## config.mk

```make
export PLATFORM = sky130hd
export DESIGN_NAME = mem_arbiter
export DESIGN_NICKNAME = d
export VERILOG_FILES = /design/src/rtl/mem_arbiter_pkg.sv /design/src/rtl/rr_pick_2.sv /design/src/rtl/mem_arbiter.sv
export SDC_FILE = /design/constraint.sdc
export NUM_CORES = 1
export LEC_CHECK = 0
export CELL_PAD_IN_SITES_DETAIL_PLACEMENT = 1
export CELL_PAD_IN_SITES_GLOBAL_PLACEMENT = 2
export CORE_UTILIZATION = 22
export DETAILED_ROUTE_END_ITERATION = 10
export PLACE_DENSITY_LB_ADDON = 0.1
export REMOVE_ABC_BUFFERS = 1
export SYNTH_ARGS = -nofsm -noshare
export SYNTH_HDL_FRONTEND = slang
export SYNTH_SLANG_ARGS = --single-unit
```

## constraint.sdc

```tcl
create_clock -name clk -period 2 [get_ports clk]
set_clock_uncertainty 0.05 [all_clocks]
set_input_delay 0.2 -clock clk [delete_from_list [all_inputs] [get_ports clk]]
set_output_delay 0.2 -clock clk [all_outputs]
set_load 0.02 [all_outputs]
```

## src/rtl/mem_arbiter_pkg.sv

```systemverilog
// -----------------------------------------------------------------------------
// mem_arbiter_pkg
// Shared CPU package: arbiter FSM state encoding, requester index constants
// and a small helper used to advance the round-robin pointer.
// -----------------------------------------------------------------------------
package mem_arbiter_pkg;

    typedef enum logic [1:0] {
        ST_IDLE    = 2'd0,
        ST_ISSUE   = 2'd1,
        ST_RD_WAIT = 2'd2
    } arb_state_e;

    localparam logic REQ_CORE = 1'b0;  // requester 0: core
    localparam logic REQ_DBG  = 1'b1;  // requester 1: debug / loader

    // With two requesters "the other one" is simply the inverted index.
    function automatic logic other_req(input logic idx);
        return ~idx;
    endfunction

endpackage

```

## src/rtl/rr_pick_2.sv

```systemverilog
// -----------------------------------------------------------------------------
// rr_pick_2
// Combinational two-way round-robin select.
//   req0, req1 : request lines
//   ptr        : favoured requester when both request
//   winner     : index of the selected requester (meaningful when any = 1)
//   any        : at least one request is present
// -----------------------------------------------------------------------------
module rr_pick_2
    import mem_arbiter_pkg::*;
(
    input  logic req0,
    input  logic req1,
    input  logic ptr,
    output logic winner,
    output logic any
);

    always_comb begin
        any = req0 | req1;
        // A lone requester wins regardless of the pointer; the pointer only
        // breaks ties.
        if (req0 && req1) begin
            winner = ptr;
        end else if (req1) begin
            winner = REQ_DBG;
        end else begin
            winner = REQ_CORE;
        end
    end

endmodule

```

## src/rtl/mem_arbiter.sv

```systemverilog
// -----------------------------------------------------------------------------
// mem_arbiter
// Two-requester round-robin arbiter sitting between the core (requester 0),
// the debug/loader port (requester 1) and the downstream memory controller.
// One transaction is outstanding at a time: IDLE latches the winner, ISSUE
// strobes the memory port for one cycle, RD_WAIT returns read data.
//
// Ports:
//   clk, rst               : clock, synchronous active-high reset
//   req*/we*/addr*/wdata*  : requester transaction request (held until ack)
//   ack*/rdata*            : one-cycle completion pulse, read data during ack
//   mem_addr/mem_data      : latched address / write data toward memory
//   mem_we/mem_re          : one-cycle write / read strobes (ISSUE only)
//   mem_q                  : memory read data, valid the cycle after mem_re
// -----------------------------------------------------------------------------
module mem_arbiter
    import mem_arbiter_pkg::*;
#(
    parameter int ADDR_WIDTH = 32,
    parameter int DATA_WIDTH = 32
) (
    input  logic                  clk,
    input  logic                  rst,
    input  logic                  req0,
    input  logic                  req1,
    input  logic                  we0,
    input  logic                  we1,
    input  logic [ADDR_WIDTH-1:0] addr0,
    input  logic [ADDR_WIDTH-1:0] addr1,
    input  logic [DATA_WIDTH-1:0] wdata0,
    input  logic [DATA_WIDTH-1:0] wdata1,
    output logic                  ack0,
    output logic                  ack1,
    output logic [DATA_WIDTH-1:0] rdata0,
    output logic [DATA_WIDTH-1:0] rdata1,
    output logic [ADDR_WIDTH-1:0] mem_addr,
    output logic [DATA_WIDTH-1:0] mem_data,
    output logic                  mem_we,
    output logic                  mem_re,
    input  logic [DATA_WIDTH-1:0] mem_q
);

    arb_state_e            state_q, state_d;
    logic                  ptr_q, ptr_d;
    logic                  win_q, win_d;
    logic                  we_q, we_d;
    logic [ADDR_WIDTH-1:0] addr_q, addr_d;
    logic [DATA_WIDTH-1:0] wdata_q, wdata_d;
    logic [DATA_WIDTH-1:0] rdata0_q, rdata0_d;
    logic [DATA_WIDTH-1:0] rdata1_q, rdata1_d;

    logic pick_win;
    logic pick_any;
    logic done;     // transaction completes this cycle
    logic rd_done;  // ... and it is a read returning mem_q
    logic issue;    // ISSUE cycle, memory strobe active

    rr_pick_2 u_pick (
        .req0   (req0),
        .req1   (req1),
        .ptr    (ptr_q),
        .winner (pick_win),
        .any    (pick_any)
    );

    always_comb begin
        // NOTE: every signal gets a default before the case so no path
        // leaves it unassigned, which would otherwise infer a latch.
        state_d = state_q;
        ptr_d   = ptr_q;
        win_d   = win_q;
        we_d    = we_q;
        addr_d  = addr_q;
        wdata_d = wdata_q;
        done    = 1'b0;
        rd_done = 1'b0;
        issue   = 1'b0;

        case (state_q)
            ST_IDLE: begin
                if (pick_any) begin
                    win_d   = pick_win;
                    we_d    = (pick_win == REQ_DBG) ? we1    : we0;
                    addr_d  = (pick_win == REQ_DBG) ? addr1  : addr0;
                    wdata_d = (pick_win == REQ_DBG) ? wdata1 : wdata0;
                    state_d = ST_ISSUE;
                end
            end
            ST_ISSUE: begin
                issue = 1'b1;
                if (we_q) begin
                    done    = 1'b1;
                    state_d = ST_IDLE;
                end else begin
                    state_d = ST_RD_WAIT;
                end
            end
            ST_RD_WAIT: begin
                done    = 1'b1;
                rd_done = 1'b1;
                state_d = ST_IDLE;
            end
            default: state_d = ST_IDLE;
        endcase

        if (done) begin
            ptr_d = other_req(win_q);
        end

        // Read data is muxed straight from mem_q during the read ack and
        // captured so the value holds afterwards.
        rdata0_d = (rd_done && win_q == REQ_CORE) ? mem_q : rdata0_q;
        rdata1_d = (rd_done && win_q == REQ_DBG)  ? mem_q : rdata1_q;

        // NOTE: reset is synchronous, so the flops still hold pre-reset state
        // during the first rst cycle; outputs are masked so nothing leaks
        // while rst is high and an interrupted transaction is never acked.
        ack0     = ~rst & done & (win_q == REQ_CORE);
        ack1     = ~rst & done & (win_q == REQ_DBG);
        mem_we   = ~rst & issue & we_q;
        mem_re   = ~rst & issue & ~we_q;
        mem_addr = rst ? '0 : addr_q;
        mem_data = rst ? '0 : wdata_q;
        rdata0   = rst ? '0 : rdata0_d;
        rdata1   = rst ? '0 : rdata1_d;
    end

    // NOTE: sequential state uses non-blocking assignments so all flops
    // update together from values computed before the edge.
    always_ff @(posedge clk) begin
        if (rst) begin
            state_q  <= ST_IDLE;
            ptr_q    <= REQ_CORE;
            win_q    <= REQ_CORE;
            we_q     <= 1'b0;
            addr_q   <= '0;
            wdata_q  <= '0;
            rdata0_q <= '0;
            rdata1_q <= '0;
        end else begin
            state_q  <= state_d;
            ptr_q    <= ptr_d;
            win_q    <= win_d;
            we_q     <= we_d;
            addr_q   <= addr_d;
            wdata_q  <= wdata_d;
            rdata0_q <= rdata0_d;
            rdata1_q <= rdata1_d;
        end
    end

endmodule

```

==> out/metrics.cfg, run 1 <==
[worst_setup_path]
worst-setup-path-type=flip-flop to output port
crit_arrival_ns=1.82
cp_max_fo=7
setup.worst_path.end_class=output port
startpoint_type=flip-flop
rrSetupSlack_ns=0.33
cp.required_ns=1.75

[synthesis]
syn-cell-area_um2=6260
muxShareOfSynthArea_pct=0.180
synth.largest_area_cell=dfxtp_1
synth-seq-cells=133
seq_area_frac_synth_pct=42.5
synthCells=760
synth_top_area_share_pct=42.5
ys_warn_count=0
synth_compound_area_share_pct=25.2
synth_area_leaders=dfxtp_1 (43%), a311oi_2 (12%), nand2_1 (7.8%)
postSynthAreaPerCell_um2=8.24
synth-adder-area-share_pct=0.600
synthSimpleGateAreaFrac_pct=24.7
synth_cell_type_count=29
synth-xor-area-share_pct=0
synth_top_family_by_area=compound AO/OA/AOI/OAI gates

[clocking]
cts_buffer_depth=2
cts_tree=done
root_buffer=clkbuf_16
cts_buffers=17
clock-sinks=133
hold_buffers=0
clock_latency_ns=0.41
clk_pin_slew_worst_paths_ns=0.06
cts.htree.levels=4

[sta]
worst_pin_slew_ns=0.412
max_freq_mhz=482
min_period_ns=2.07
setup_viol_count_final=39
period_share_pct=104
slew_headroom_pct=72.5
drv_slew=0
setup_ws_ns=-0.0749
rsz0062_at_grt=true
hold_viol=0

[final_layout]
fillers=3195
area_growth_syn_to_layout_pct=80.6
fin_cells=1459
drive_above_1_share_pct=29.8
seq_area_um2=2670
multiInputGateArea_um2=3680
nets=1237

[place]
place_congestion=0.710
io_buffers=297
dp_cells=1399
dp_hpwl_um=17400
pre_cts_ws_ns=-0.234

[worst_hold_path]
hold_path.class=primary input to flip-flop

[grt]
grt_pass1_vias=6996
grt_first_pass_wirelength_um=40000
grt_usage_pct=18.0
grt-ovfl-total=0
antenna_found_initial=1
grt_max_degree=58

[detailed_routing]
drt_first_pass_iters=4
detail_route.wl_per_cell_um=18.1
drtIter0Drc=195
drtAntennaViolNets=0
num_vias=6624
drc=0
wirelength_um=26300
via_per_inst=4.54

[floorplan]
start_util_pct=22.5
die_width_um=171
die_area_um2=29100
fp-row-count=61
core_area_um2=27900
num_io_pins=298
die_h_um=171

[power]
power_density_nw_per_um2=764
ir_drop_mv=0.551
power_mw=8.64
p_leak_nw=4.07

[status]
status=complete, but fails checks
violations=setup timing

[flow_run]
cap_violations=0

[repair_timing]
item                       in CTS  in global routing
gates resized for setup       436                 85
cloned                          3                  1
pin swaps                       9                 34
buffers inserted               13                 14
setup endpoints to repair      68                 68
[cell usage after synthesis, drive strengths merged]
library cell	count
ha	3
o21a	1
and2b	1
mux2	1
a311oi	65
nor2b	66
nand2b	3
clkbuf	30
a211o	1
and2	1
dfxtp	133
o21ai	66
a32oi	1
a21oi	66
inv	4
nand3	66
nor3b	2
a21o	1
buf	49
nor2	68
nor3	2
nand2	130
[power breakdown]
| group | switching [mW] | total (mW) | internal, mW |
|---|---|---|---|
| Sequential | 0.0913 | 2.95 | 2.86 |
| Clock | 1.32 | 3.59 | 2.26 |
| Combinational | 1.06 | 2.10 | 1.04 |
| Total | 2.47 | 8.64 | 6.17 |
[metrics by stage]
stage	setup TNS, ns	instance area (um^2)	utilization (%)	hold WS (ns)
6_report	-1.42	11300	40.6	0.108
5_1_grt	-6.87	11300	40.6	0.104
4_1_cts	-2.47	10900	39.0	0.104
3_5_place_dp	-10.37	9840	35.3	0.401
3_3_place_gp	-8.08	9840	35.3	0.394
2_1_floorplan	-173.20	5850	-	0.218
[layout by cell type (no fill, tap or decap), types with 7 or more instances in the layout]
cell type	n
clkdlybuf4s50_1	227
dfxtp_1	131
nand2_1	107
nor2_1	68
nand3_1	66
nor2b_1	65
buf_4	63
buf_6	53
a21oi_2	51
o21ai_1	50
a311oi_2	50
buf_12	19
clkbuf_16	18
nand2_4	16
o21ai_0	16
a311oi_1	15
a21oi_4	10
nand2_2	7
[flip-flops by register name (all words and copies together), names as in the netlist]
name and cells:
state_q 2, rdata0_q 32, we_q 1, win_q 1
ptr_q 1, addr_q 32, rdata1_q 32, wdata_q 32
[cell type report]
type / instances / share of cell area [%]
well taps: 378 / 4.18
diodes: 1 / 0.0221
repair buffers: 368 / 33.7
clock inverters: 13 / 1.95
clock buffers: 18 / 3.89
inverters: 4 / 0.133
flip-flops and latches: 133 / 23.6
multi-input cells: 544 / 32.6
[routing by layer]
| metal | wire, um | up-vias | track usage, % |
|---|---|---|---|
| li1 | - | 3253 | - |
| met1 | 11800 | 3131 | 22.5 |
| met2 | 12100 | 217 | 29.4 |
| met3 | 2220 | 21 | 6.18 |
| met4 | 252 | 2 | 4.50 |
| met5 | 11 | - | 0 |
[cell families after synthesis]
family                     after synthesis
adders and majority gates                3
muxes                                    1
buffers and inverters                   83
AOI/OAI and AO/OA                      201
and+or+nand+nor                        339
DFF                                    133
[critical path: stages (launching register included)]
cell,delay (ns)
dfxtp_2,0.32
inv_2,0.07
ha_4,0.16
nor2b_4,0.18
buf_6,0.15
clkbuf_16,0.16
nand2_1,0.07
a21oi_2,0.17
buf_6,0.14
[path summary, 6_finish.rpt]
path / startpoint / to / cells after the start
max: state_q[0]$_SDFFE_PP0P_ / rdata0[31] / 8
min: rst / rdata0_q[5]$_DFF_P_ / 2
max reg2reg: state_q[1]$_SDFFE_PP0P_ / wdata_q[31]$_SDFFE_PP0P_ / 7
min reg2reg: rdata0_q[15]$_DFF_P_ / rdata0_q[15]$_DFF_P_ / 2
Power figures use the tool's default switching activity.
==> run 2: changes to the inputs <==
CELL_PAD_IN_SITES_DETAIL_PLACEMENT = 0   (was 1)
CELL_PAD_IN_SITES_GLOBAL_PLACEMENT = 1   (was 2)
CORE_UTILIZATION = 29   (was 22)
SLEW_MARGIN = 20   (was unset)
clock period = 2.07 ns   (was 2 ns; I/O delays follow)
==> out/metrics.cfg, run 2 (synthesis results as in run 1) <==
[sta]
min_period_ns=2.11
worst_pin_slew_ns=0.603
setup_ws_ns=-0.0355
rsz0062_at_grt=true
period_share_pct=102
max_freq_mhz=475
setup_viol_count_final=16
slew_headroom_pct=59.8
hold_slack_ns=0.144
hold_viol=0
drv_slew=0

[flow_run]
cap_violations=0

[status]
status=complete, but fails checks
violations=setup timing

[worst_setup_path]
cp_max_fo=8
startpoint_type=flip-flop
setup.worst_path.end_class=output port
worst-setup-path-type=flip-flop to output port
reg2reg_depth=7
cp.required_ns=1.81
crit_arrival_ns=1.85

[place]
place_congestion=0.734
io_buffers=297
dp_hpwl_um=14500
dp_cells=1286
pre_cts_ws_ns=-0.120
placed_cell_area_um2=9650

[power]
netSwitchingPower_mw=2.30
comb_power_share_pct=24.4
p_leak_nw=4.14
power_density_nw_per_um2=713
p_sw_share_pct=28.4
ir_drop_mv=0.386
power_mw=8.08
power_frac_seq_pct=35.3
clockPowerShare_pct=40.3
p_int_mw=5.78

[final_layout]
fin_cells=1348
drive_above_1_share_pct=30.6
fillers=1963
area_growth_syn_to_layout_pct=80.9
stdcell_area_um2=11300
nets=1230
final_cell_mix=clkdlybuf4s50_1 (227), dfxtp_1 (132), nand2_1 (90)
diodes=0
multiInputGateArea_um2=3860
mostFrequentLayoutCell=clkdlybuf4s50_1
seq_area_um2=2660

[floorplan]
die_width_um=149
start_util_pct=29.7
die_h_um=149
core_area_um2=21100
fp-row-count=53
die_area_um2=22200
num_io_pins=298

[grt]
met1_usage_pct=23.7
met2_usage_pct=32.1
grt_usage_pct=19.7
grt.met3_usage_pct=7.71
grt_pass1_vias=6165
top_usage_layer=met2
grt_max_degree=53
antenna_found_initial=0
grt_first_pass_wirelength_um=33600
grt-ovfl-total=0

[detailed_routing]
drc=0
drt_first_pass_iters=4
drtIter0Drc=151
detail_route.wl_per_cell_um=16.9
num_vias=6454
via_per_inst=4.79
wirelength_um=22800
drtAntennaViolNets=0

[worst_hold_path]
hold_path.class=primary input to flip-flop
min_path_cells=2

[clocking]
cts.htree.levels=4
clock-sinks=133
clk_pin_slew_worst_paths_ns=0.06
cts_buffers=17
clock_latency_ns=0.42
cts_buffer_depth=2
root_buffer=clkbuf_16
cts_tree=done

==> run 2: repair_timing <==
item                                    4_1_cts  5_1_grt
buffers inserted                              4       22
pin swaps                                     2       57
endpoints found under the setup margin       68       62
hold buffers                                  0        0
gates cloned                                  3        2
resized for setup                           352      201
==> run 2: worst max-delay path, cell delays in order (launching register included) <==
cell	delay [ns]
dfxtp_2	0.32
inv_2	0.08
ha_4	0.16
nor2b_4	0.20
buf_12	0.15
buf_12	0.14
nand2_4	0.06
a21oi_4	0.18
buf_6	0.14
==> run 2: final timing paths <==
path	start	endpoint	slack [ns]
setup / recovery	state_q[0]$_SDFFE_PP0P_	rdata0[28]	-0.04
hold reg to reg	rdata1_q[20]$_DFF_P_	rdata1_q[20]$_DFF_P_	0.41
setup reg to reg	state_q[1]$_SDFFE_PP0P_	wdata_q[3]$_SDFFE_PP0P_	0.23
hold / removal	rst	state_q[1]$_SDFFE_PP0P_	0.14
==> run 2: final cells by class <==
| cell class | count | area share, % |
|---|---|---|
| Sequential cell | 133 | 23.5 |
| Inverter | 4 | 0.133 |
| Multi-Input combinational cell | 544 | 34.1 |
| Tap cell | 275 | 3.04 |
| Clock buffer | 17 | 3.76 |
| Timing Repair Buffer | 361 | 33.7 |
| Clock inverter | 14 | 1.78 |
==> run 2: layer usage <==
layer | part of all wire, % | vias to the layer above | routed length, um
met5 | 0 | - | 0
met4 | 1.3 | 0 | 304
met3 | 8.6 | 17 | 1950
met2 | 49 | 205 | 11100
met1 | 41 | 2993 | 9430
li1 | - | 3239 | -
==> run 2: per-stage QoR <==
step	utilization (%)	setup TNS [ns]
after floorplan	-	-160.13
after global placement	45.7	-2.41
after detailed placement	45.7	-4.49
after CTS	49.0	-0.245
after global routing	53.7	-3.80
final	53.7	-0.200
==> run 2: power by group through the flow <==
| stage | clock [mW] | sequential (mW) | combinational [mW] |
|---|---|---|---|
| 6_report | 3.25 | 2.85 | 1.97 |
| 5_1_grt | 3.43 | 2.88 | 2.13 |
| 4_1_cts | 3.33 | 2.85 | 1.89 |
| 3_5_place_dp | 0 | 2.90 | 1.84 |
| 3_3_place_gp | 0 | 2.90 | 1.84 |
| 2_1_floorplan | 0 | 2.88 | 0.911 |
==> run 3: changes to the inputs <==
SKIP_CTS_REPAIR_TIMING = 1   (was unset)
==> out/metrics.cfg, run 3 (synthesis results as in run 1) <==
[detailed_routing]
drtIter0Drc=139
via_per_inst=4.76
num_vias=6285
detail_route.wl_per_cell_um=16.5
wirelength_um=21800
drc=0
drt_first_pass_iters=4
drtAntennaViolNets=0

[clocking]
cts_tree=done
root_buffer=clkbuf_16
clock_latency_ns=0.41
cts_buffer_depth=2
clk_pin_slew_worst_paths_ns=0.06
clock-sinks=133
cts.htree.levels=4
cts_buffers=17

[grt]
grt_max_degree=53
grt_usage_pct=19.0
grt-ovfl-total=0
grt_first_pass_wirelength_um=32700
antenna_found_initial=0
grt_pass1_vias=6038

[final_layout]
diodes=0
area_growth_syn_to_layout_pct=67.4
nets=1202
drive_above_1_share_pct=24.1
final_cell_mix=clkdlybuf4s50_1 (227), dfxtp_1 (132), nand2_1 (129)
mostFrequentLayoutCell=clkdlybuf4s50_1
fillers=2065
stdcell_area_um2=10500
fin_cells=1320

[power]
power_density_nw_per_um2=761
ir_drop_mv=0.374
p_leak_nw=3.73

[worst_setup_path]
cp.required_ns=1.81
crit_arrival_ns=1.83
rrSetupSlack_ns=0.23
cp_max_fo=8
worst-setup-path-type=flip-flop to output port
setup.worst_path.end_class=output port
reg2reg_depth=7
startpoint_type=flip-flop

[sta]
slew_headroom_pct=59.0
hold_viol=0
max_freq_mhz=478
setup_ws_ns=-0.0206
rsz0062_at_grt=true
drv_slew=0
period_share_pct=101
worst_pin_slew_ns=0.615
min_period_ns=2.09
setup_viol_count_final=4

[worst_hold_path]
hold_path.class=primary input to flip-flop
min_path_cells=2

[place]
dp_cells=1286
dp_hpwl_um=14500
placed_cell_area_um2=9650
place_congestion=0.734
io_buffers=297

[floorplan]
start_util_pct=29.7
core_area_um2=21100
fp-row-count=53
die_width_um=149
die_area_um2=22200
die_h_um=149
num_io_pins=298

[status]
status=complete, but fails checks
violations=setup timing

[flow_run]
cap_violations=0

-- run 3: area by class of cell --
cell class	count	area, um^2	share of cell area [%]
multi-input combinational	544	3410	32.6
timing repair buffer	333	3410	32.6
sequential	133	2660	25.4
clock buffer	17	425	4.06
tap	275	344	3.28
clock inverter	14	201	1.92
inverter	4	15.0	0.143
-- run 3: metrics by stage --
step                power [mW]  setup TNS [ns]  worst slack, ns  utilization (%)  hold slack (ns)
floorplan                 3.80         -160.13            -2.02                -            0.225
global placement          4.74           -2.41          -0.0879             45.7            0.397
detailed placement        4.74           -4.49           -0.120             45.7            0.403
CTS                       8.02          -35.52           -0.586             48.7            0.115
global route              8.33           -2.67           -0.122             49.7            0.152
finish                    7.97         -0.0383          -0.0206             49.7            0.146
-- run 3: path summary, 6_finish.rpt --
| path | startpoint | endpoint |
|---|---|---|
| max reg2reg | state_q[1]$_SDFFE_PP0P_ | wdata_q[3]$_SDFFE_PP0P_ |
| min reg2reg | rdata1_q[1]$_DFF_P_ | rdata1_q[1]$_DFF_P_ |
| min | rst | state_q[1]$_SDFFE_PP0P_ |
| max | state_q[0]$_SDFFE_PP0P_ | rdata0[17] |
-- run 3: routing by layer --
| metal | up-vias | GRT usage [%] | routed length [um] | part of all wire, % |
|---|---|---|---|---|
| li1 | 3190 | - | - | - |
| met1 | 2880 | 23.6 | 9370 | 43 |
| met2 | 199 | 30.0 | 10300 | 47 |
| met3 | 16 | 7.68 | 1900 | 8.7 |
| met4 | 0 | 5.82 | 270 | 1.2 |
| met5 | - | 0 | 0 | 0 |
-- run 3: power by group --
part           total [mW]  switching, mW  internal (mW)  leakage [nW]
clock network        3.25           1.22           2.03         0.306
logic                1.87          0.926          0.939          2.33
registers            2.85         0.0859           2.77          1.09
total                7.97           2.24           5.73          3.73
-- run 3: worst max-delay path, cell delays in order, from the launching register on --
cell       delay, ns
dfxtp_2         0.32
inv_2           0.08
ha_4            0.16
nor2b_4         0.26
clkbuf_16       0.21
nand2_1         0.07
a21oi_2         0.16
buf_4           0.17
